**src/rtl/simon_pkg.sv**
```systemverilog
// Shared types and constants for the Simon Says sequencer.
// Colour/state encodings, default sizing and the LFSR feedback polynomial.
package simon_pkg;

  typedef logic [1:0] colour_t;

  typedef enum logic [3:0] {
    IDLE,
    APPEND,
    SHOW_RD,
    SHOW_LAT,
    SHOW_ON,
    SHOW_GAP,
    IN_RD,
    IN_WAIT,
    WIN,
    LOSE
  } state_t;

  localparam int         MAX_LEN_DEF   = 11;
  localparam logic [7:0] LFSR_SEED_DEF = 8'hA5;
  // Feedback taps at bits 7, 5, 4 and 3.
  localparam logic [7:0] LFSR_TAPS     = 8'b1011_1000;

  // One spare bit so a sequence length of 16 is still representable.
  localparam int CNT_W = 5;
  typedef logic [CNT_W-1:0] cnt_t;

  function automatic logic [7:0] lfsr_next(input logic [7:0] l);
    return {l[6:0], ^(l & LFSR_TAPS)};
  endfunction

endpackage

```
**src/rtl/simon_sequencer_if.sv**
```systemverilog
// Game-facing bundle: player inputs, colour-memory port, LED and status outputs.
// master = sequencer side, slave = player/memory/display side.
interface simon_sequencer_if;
  import simon_pkg::*;

  logic       start;
  logic       btn_valid;
  colour_t    btn_num;
  logic [3:0] mem_address;
  logic       mem_rw;
  colour_t    mem_in_num;
  colour_t    mem_out_num;
  logic       led_valid;
  colour_t    led_num;
  logic [3:0] round;
  logic       busy;
  logic       win;
  logic       lose;

  modport master (
    input  start, btn_valid, btn_num, mem_out_num,
    output mem_address, mem_rw, mem_in_num, led_valid, led_num,
           round, busy, win, lose
  );

  modport slave (
    output start, btn_valid, btn_num, mem_out_num,
    input  mem_address, mem_rw, mem_in_num, led_valid, led_num,
           round, busy, win, lose
  );
endinterface

```
**src/rtl/simon_lfsr.sv**
```systemverilog
// 8-bit Fibonacci LFSR colour source; steps only when advance_i is high.
// Colour is the two low bits of the current state.
module simon_lfsr
  import simon_pkg::*;
#(
  parameter logic [7:0] SEED = LFSR_SEED_DEF
) (
  input  logic    clock,
  input  logic    reset_n,
  input  logic    advance_i,
  output colour_t colour_o
);

  logic [7:0] lfsr_q, lfsr_d;

  always_comb begin
    lfsr_d = lfsr_q;
    if (advance_i) lfsr_d = lfsr_next(lfsr_q);
  end

  always_ff @(posedge clock or negedge reset_n) begin
    if (!reset_n) lfsr_q <= SEED;
    else          lfsr_q <= lfsr_d;
  end

  assign colour_o = lfsr_q[1:0];

endmodule

```
**src/rtl/simon_sequencer.sv**
```systemverilog
// Simon Says controller: append a random colour, replay the sequence on the LEDs,
// then check presses against memory. Moore outputs decoded from registered state.
module simon_sequencer
  import simon_pkg::*;
#(
  parameter int         MAX_LEN     = MAX_LEN_DEF,
  parameter int         SHOW_CYCLES = 4,
  parameter int         GAP_CYCLES  = 2,
  parameter logic [7:0] LFSR_SEED   = LFSR_SEED_DEF
) (
  input  logic               clock,
  input  logic               reset_n,
  simon_sequencer_if.master  bus
);

  localparam int T_MAX = (SHOW_CYCLES > GAP_CYCLES) ? SHOW_CYCLES : GAP_CYCLES;
  localparam int TW    = (T_MAX > 1) ? $clog2(T_MAX) : 1;

  state_t        state_q;
  cnt_t          round_q;
  cnt_t          idx_q;
  logic [TW-1:0] timer_q;
  colour_t       led_num_q;
  colour_t       colour;
  logic          idx_last;

  simon_lfsr #(.SEED(LFSR_SEED)) u_lfsr (
    .clock     (clock),
    .reset_n   (reset_n),
    .advance_i (state_q == APPEND),
    .colour_o  (colour)
  );

  assign idx_last = !((idx_q + cnt_t'(1)) < round_q);

  always_ff @(posedge clock or negedge reset_n) begin
    if (!reset_n) begin
      state_q   <= IDLE;
      round_q   <= '0;
      idx_q     <= '0;
      timer_q   <= '0;
      led_num_q <= '0;
    end else begin
      case (state_q)
        IDLE, WIN, LOSE: begin
          if (bus.start) begin
            state_q <= APPEND;
            round_q <= '0;
            idx_q   <= '0;
          end
        end
        APPEND: begin
          round_q <= round_q + cnt_t'(1);
          idx_q   <= '0;
          state_q <= SHOW_RD;
        end
        SHOW_RD: state_q <= SHOW_LAT;
        SHOW_LAT: begin
          // Memory data for idx becomes valid in this cycle.
          led_num_q <= bus.mem_out_num;
          timer_q   <= '0;
          state_q   <= SHOW_ON;
        end
        SHOW_ON: begin
          if (timer_q == TW'(SHOW_CYCLES - 1)) begin
            timer_q <= '0;
            state_q <= SHOW_GAP;
          end else begin
            timer_q <= timer_q + TW'(1);
          end
        end
        SHOW_GAP: begin
          if (timer_q == TW'(GAP_CYCLES - 1)) begin
            timer_q <= '0;
            if (idx_last) begin
              idx_q   <= '0;
              state_q <= IN_RD;
            end else begin
              idx_q   <= idx_q + cnt_t'(1);
              state_q <= SHOW_RD;
            end
          end else begin
            timer_q <= timer_q + TW'(1);
          end
        end
        IN_RD: state_q <= IN_WAIT;
        IN_WAIT: begin
          if (bus.btn_valid) begin
            if (bus.btn_num != bus.mem_out_num) begin
              state_q <= LOSE;
            end else if (!idx_last) begin
              idx_q   <= idx_q + cnt_t'(1);
              state_q <= IN_RD;
            end else if (round_q == cnt_t'(MAX_LEN)) begin
              state_q <= WIN;
            end else begin
              state_q <= APPEND;
            end
          end
        end
        default: state_q <= IDLE;
      endcase
    end
  end

  assign bus.mem_rw      = (state_q == APPEND);
  assign bus.mem_address = (state_q == APPEND) ? round_q[3:0] : idx_q[3:0];
  assign bus.mem_in_num  = (state_q == APPEND) ? colour : '0;
  assign bus.led_valid   = (state_q == SHOW_ON);
  assign bus.led_num     = (state_q == SHOW_ON) ? led_num_q : '0;
  assign bus.round       = round_q[3:0];
  assign bus.busy        = !(state_q inside {IDLE, WIN, LOSE});
  assign bus.win         = (state_q == WIN);
  assign bus.lose        = (state_q == LOSE);

endmodule

```
**src/flat_wrapper.sv**
```systemverilog
// flat-port wrapper written by rule: the top's interface ports become plain ports
module simon_sequencer_flat import simon_pkg::*;
#(
  parameter int         MAX_LEN     = MAX_LEN_DEF,
  parameter int         SHOW_CYCLES = 4,
  parameter int         GAP_CYCLES  = 2,
  parameter logic [7:0] LFSR_SEED   = LFSR_SEED_DEF
)
  (clock, reset_n, bus_start, bus_btn_valid, bus_btn_num, bus_mem_out_num, bus_mem_address, bus_mem_rw, bus_mem_in_num, bus_led_valid, bus_led_num, bus_round, bus_busy, bus_win, bus_lose);
  simon_sequencer_if bus_i ();
  input  logic clock;
  input  logic reset_n;
  input wire logic [$bits(bus_i.start)-1:0] bus_start;
  input wire logic [$bits(bus_i.btn_valid)-1:0] bus_btn_valid;
  input wire logic [$bits(bus_i.btn_num)-1:0] bus_btn_num;
  input wire logic [$bits(bus_i.mem_out_num)-1:0] bus_mem_out_num;
  output wire logic [$bits(bus_i.mem_address)-1:0] bus_mem_address;
  output wire logic [$bits(bus_i.mem_rw)-1:0] bus_mem_rw;
  output wire logic [$bits(bus_i.mem_in_num)-1:0] bus_mem_in_num;
  output wire logic [$bits(bus_i.led_valid)-1:0] bus_led_valid;
  output wire logic [$bits(bus_i.led_num)-1:0] bus_led_num;
  output wire logic [$bits(bus_i.round)-1:0] bus_round;
  output wire logic [$bits(bus_i.busy)-1:0] bus_busy;
  output wire logic [$bits(bus_i.win)-1:0] bus_win;
  output wire logic [$bits(bus_i.lose)-1:0] bus_lose;
  assign bus_i.start = bus_start;
  assign bus_i.btn_valid = bus_btn_valid;
  assign bus_i.btn_num = bus_btn_num;
  assign bus_i.mem_out_num = bus_mem_out_num;
  assign bus_mem_address = bus_i.mem_address;
  assign bus_mem_rw = bus_i.mem_rw;
  assign bus_mem_in_num = bus_i.mem_in_num;
  assign bus_led_valid = bus_i.led_valid;
  assign bus_led_num = bus_i.led_num;
  assign bus_round = bus_i.round;
  assign bus_busy = bus_i.busy;
  assign bus_win = bus_i.win;
  assign bus_lose = bus_i.lose;
  simon_sequencer #(.MAX_LEN(MAX_LEN), .SHOW_CYCLES(SHOW_CYCLES), .GAP_CYCLES(GAP_CYCLES), .LFSR_SEED(LFSR_SEED)) u_core (.clock(clock), .reset_n(reset_n), .bus(bus_i));
endmodule
```
**config.mk**
```make
export PLATFORM = sky130hd
export DESIGN_NAME = simon_sequencer_flat
export DESIGN_NICKNAME = d
export VERILOG_FILES = /design/src/rtl/simon_pkg.sv /design/src/rtl/simon_sequencer_if.sv /design/src/rtl/simon_lfsr.sv /design/src/rtl/simon_sequencer.sv /design/src/flat_wrapper.sv
export SDC_FILE = /design/constraint.sdc
export NUM_CORES = 1
export LEC_CHECK = 0
export ABC_CLOCK_PERIOD_IN_PS = 5300
export BUFFER_PORTS_ARGS = -buffer_cell sky130_fd_sc_hd__clkbuf_2
export CAP_MARGIN = 20
export CORE_ASPECT_RATIO = 1.1
export CORE_MARGIN = 5
export CORE_UTILIZATION = 53
export DETAILED_ROUTE_END_ITERATION = 7
export GPL_TIMING_DRIVEN = 0
export PLACE_DENSITY = 0.75
export SYNTH_ARGS = -nofsm -noshare
export SYNTH_HDL_FRONTEND = slang
export SYNTH_SLANG_ARGS = --single-unit
export TNS_END_PERCENT = 5
```
**constraint.sdc**
```tcl
create_clock -name clock -period 5.3 [get_ports clock]
set_clock_uncertainty 0.05 [all_clocks]
set_input_delay 0 -clock clock [delete_from_list [all_inputs] [get_ports clock]]
set_output_delay 0 -clock clock [all_outputs]
set_load 0.005 [all_outputs]
```
==> metrics.md <==
| Metric | Value |
|---|---|
| EDFF count, synth | 0 |
| Top delay family on crit path | compound AO/OA/AOI/OAI gates |
| Met1 WL | between 1500 and 2000 µm |
| CTS root buf | clkbuf_4 |
| Synth unique cells | 51 |
| Share of post-route cells with drive strength above 1 | roughly a quarter |
| Avg WL per Cell | approximately 14 µm |
| CTS Buf Count | 3 |
| Largest net degree at the start of global routing | 27 |
| Maximum capacitance violations | 0 |
| Ant diodes | 0 |
| Kind of end point of the critical path | flop |
| Top sig layer | met4 |
| Final hold viol count | 0 |
| GPL Wtd Cong | 0.837 |
| Post-Route WL | about 3600 µm |
| TritonCTS clock tree | yes |
| Full die area | between 4000 and 5000 µm² |
| Worst Hold Class | in2reg |
| Most used cell, CP | ha_1 |
| Layout fillers | 285 |
| Met2 routed WL | about 1800 µm |
| Max H-tree Level | 1 |
| Warnings from Yosys | 0 |
| Die Ht | approximately 70 µm |
| Met3 wire len | 135 µm |
| Worst Path Class, Setup | reg2reg |
| Via count | around 1500 |
| Asr flop ratio synth | 100% |
| Post-Syn Instances | just under 200 |
| Status | finished clean |
| Peak VDD IR | 0.244 mV |
| First-pass GRT wire length | ~6300 µm |
| P_leak | ~0.99 nW |
| Net Count, Synth | 214 |
| Starting Density | a little over half |
| Clock Latency Late Sink | roughly 330 ps |
| Detail Placement HPWL | approximately 2800 µm |
| Total gr overflow | 0 |
| Top FF cell, synth | dfrtp_1 |
| Core Area | roughly 3300 µm² |
| CP startpoint kind | flop |
| Setup violations, final | 0 |
| DRT Pass-1 Iters | 4 |
| Slew HR | between 50% and 60% |
| Cell at the slowest stage of the critical path | dfrtp_1 |
| DRT antenna net count | 0 |
| I/O pin count | 25 |
| Vias in the first global route | 1415 |
| Total Nets Final | 247 |
| Fin crit period | roughly 2700 ps |
| Die W | about 65 µm |
| Via density | 5.54 |
| Rows | 22 |
| Max Freq | 0.376 GHz |
| Crit path max fanout | 6 |
| Pwr per Cell Area | approximately 450 nW/µm² |
| Mapped Avg Cell Area | 8.94 µm² |
| Postcts setup bufs | 0 |
| Number of antenna violations at the first check in global routing | 0 |
| Fin cells | around 270 |
| Iter 0 DRT Violations | 94 |
| CP max stage delay | roughly 480 ps |
| Final Max Tran Viols | 0 |
| Clock sinks | 26 |
| CP Cell Sequence | ha_1, nand3_1, xnor2_1, ha_1, a21oi_1, o21ai_1, a2111oi_4, and3_1, o2bb2ai_1 |
| Flops & latches, synth | 26 |
| Fin crit share | about half |
| Power Total | ~910 µW |
| Global Route Usage Sum | between 15 and 20% |
| Most frequent cells in the layout | nand2_1 (37), clkbuf_2 (24), dfrtp_1 (22) |
| Post-Syn Area | about 1800 µm² |
| Most common cell after layout, fill and taps aside | nand2_1 |
| Sequential share of the synthesized area | around 37% |
| Unrepaired setup endpoints after global routing | no |
| Drc violations | 0 |
| Min Hold Slack | slightly below 80 ps |
| Syn-to-layout area delta | 14.6% |
| Quantity of gates resized following cts | 0 |
| Placed Instances | 257 |
| Sum Neg Setup Slack | 0 ps |
| Worst path required time | around 5500 ps |
| IO Port Bufs | 24 |
| CTS Buffer Depth | 2 |
| Worst-path clk slew | roughly 150 ps |
| Crit path arrival time | roughly 2900 ps |
| Worst Path Buf+Inv | 0 |
| Worst Max-Slew Pin Slew | about 650 ps |
-- logic make-up after synthesis --
family,share of synthesized area (%)
DFF,37.2
muxes,4.40
adders and majority gates,6.39
buffers and inverters,7.03
AOI/OAI and AO/OA,23.1
and+or+nand+nor,17.9
xor gates and xnor gates,3.98
-- repair_timing --
item                                   4_1_cts  5_1_grt
hold buffers                                 4        0
setup endpoints to repair                    0        0
endpoints found under the hold margin       25        0
-- cell usage after synthesis (5+ instances only) --
cell	instances	area, µm²
xnor2_1	7	61.3
ha_1	9	113
buf_4	6	45.0
nand3_1	5	25.0
inv_1	16	60.1
dfrtp_1	22	551
and3_1	7	43.8
o21ai_0	13	65.1
nor2_1	6	22.5
nand2_1	37	139
a21oi_1	11	55.1
-- metal layers --
| metal | vias up | track usage, % |
|---|---|---|
| met5 | - | 0 |
| met4 | 0 | 7.98 |
| met3 | 6 | 2.73 |
| met2 | 39 | 28.5 |
| met1 | 677 | 21.8 |
| li1 | 745 | - |
-- per-stage QoR --
step / setup slack [ps] / cell area, µm² / util [%]
finish: 2640 / 2020 / 61.7
global route: 2370 / 2020 / 61.7
CTS: 2630 / 2020 / 61.7
detailed placement: 2660 / 1930 / 58.8
global placement: 2730 / 1930 / 58.8
floorplan: 2990 / 1760 / -
-- flip-flops by register name (all words and copies together), names as in the netlist --
signal / cells
u_core.idx_q: 5
u_core.timer_q: 2
u_core.u_lfsr.lfsr_q: 8
u_core.state_q: 4
u_core.round_q: 5
u_core.led_num_q: 2
-- report_power, final --
group	leakage (nW)	internal, mW	total [mW]	switching, mW
clock	0.0279	0.0765	0.141	0.0641
combinational	0.624	0.205	0.487	0.283
sequential	0.334	0.236	0.280	0.0439
-- cell type report --
class	instances	area (µm²)	area share (%)
plain buffers	9	60.1	2.97
inverters	17	63.8	3.16
clock inverters	1	30.0	1.49
clock buffers	3	22.5	1.12
well taps	36	45.0	2.23
flip-flops and latches	26	656	32.5
repair buffers	28	160	7.93
multi-input cells	145	982	48.6
-- worst paths after layout --
kind | from | cells after the start | slack, ps | end
setup reg to reg | u_core.idx_q[0] | 9 | 2640 | u_core.idx_q[2]
setup / recovery | u_core.idx_q[0] | 9 | 2640 | u_core.idx_q[2]
hold reg to reg | u_core.u_lfsr.lfsr_q[7] | 2 | 440 | u_core.u_lfsr.lfsr_q[7]
min in group asynchronous | reset_n | 2 | 150 | u_core.u_lfsr.lfsr_q[4]
max in group asynchronous | reset_n | 2 | 4630 | u_core.idx_q[3]
hold / removal | bus_btn_num[1] | 5 | 80 | u_core.state_q[3]
-- worst register-to-register path, delay by kind of cell, from the launching register on --
kind / cells / cell delay, ps
compound gates: 4 / 980
xor+xnor: 1 / 190
fa+ha+maj: 2 / 560
flops: 1 / 480
simple gates: 2 / 330
No activity file was read; power rests on OpenSTA's default activity.
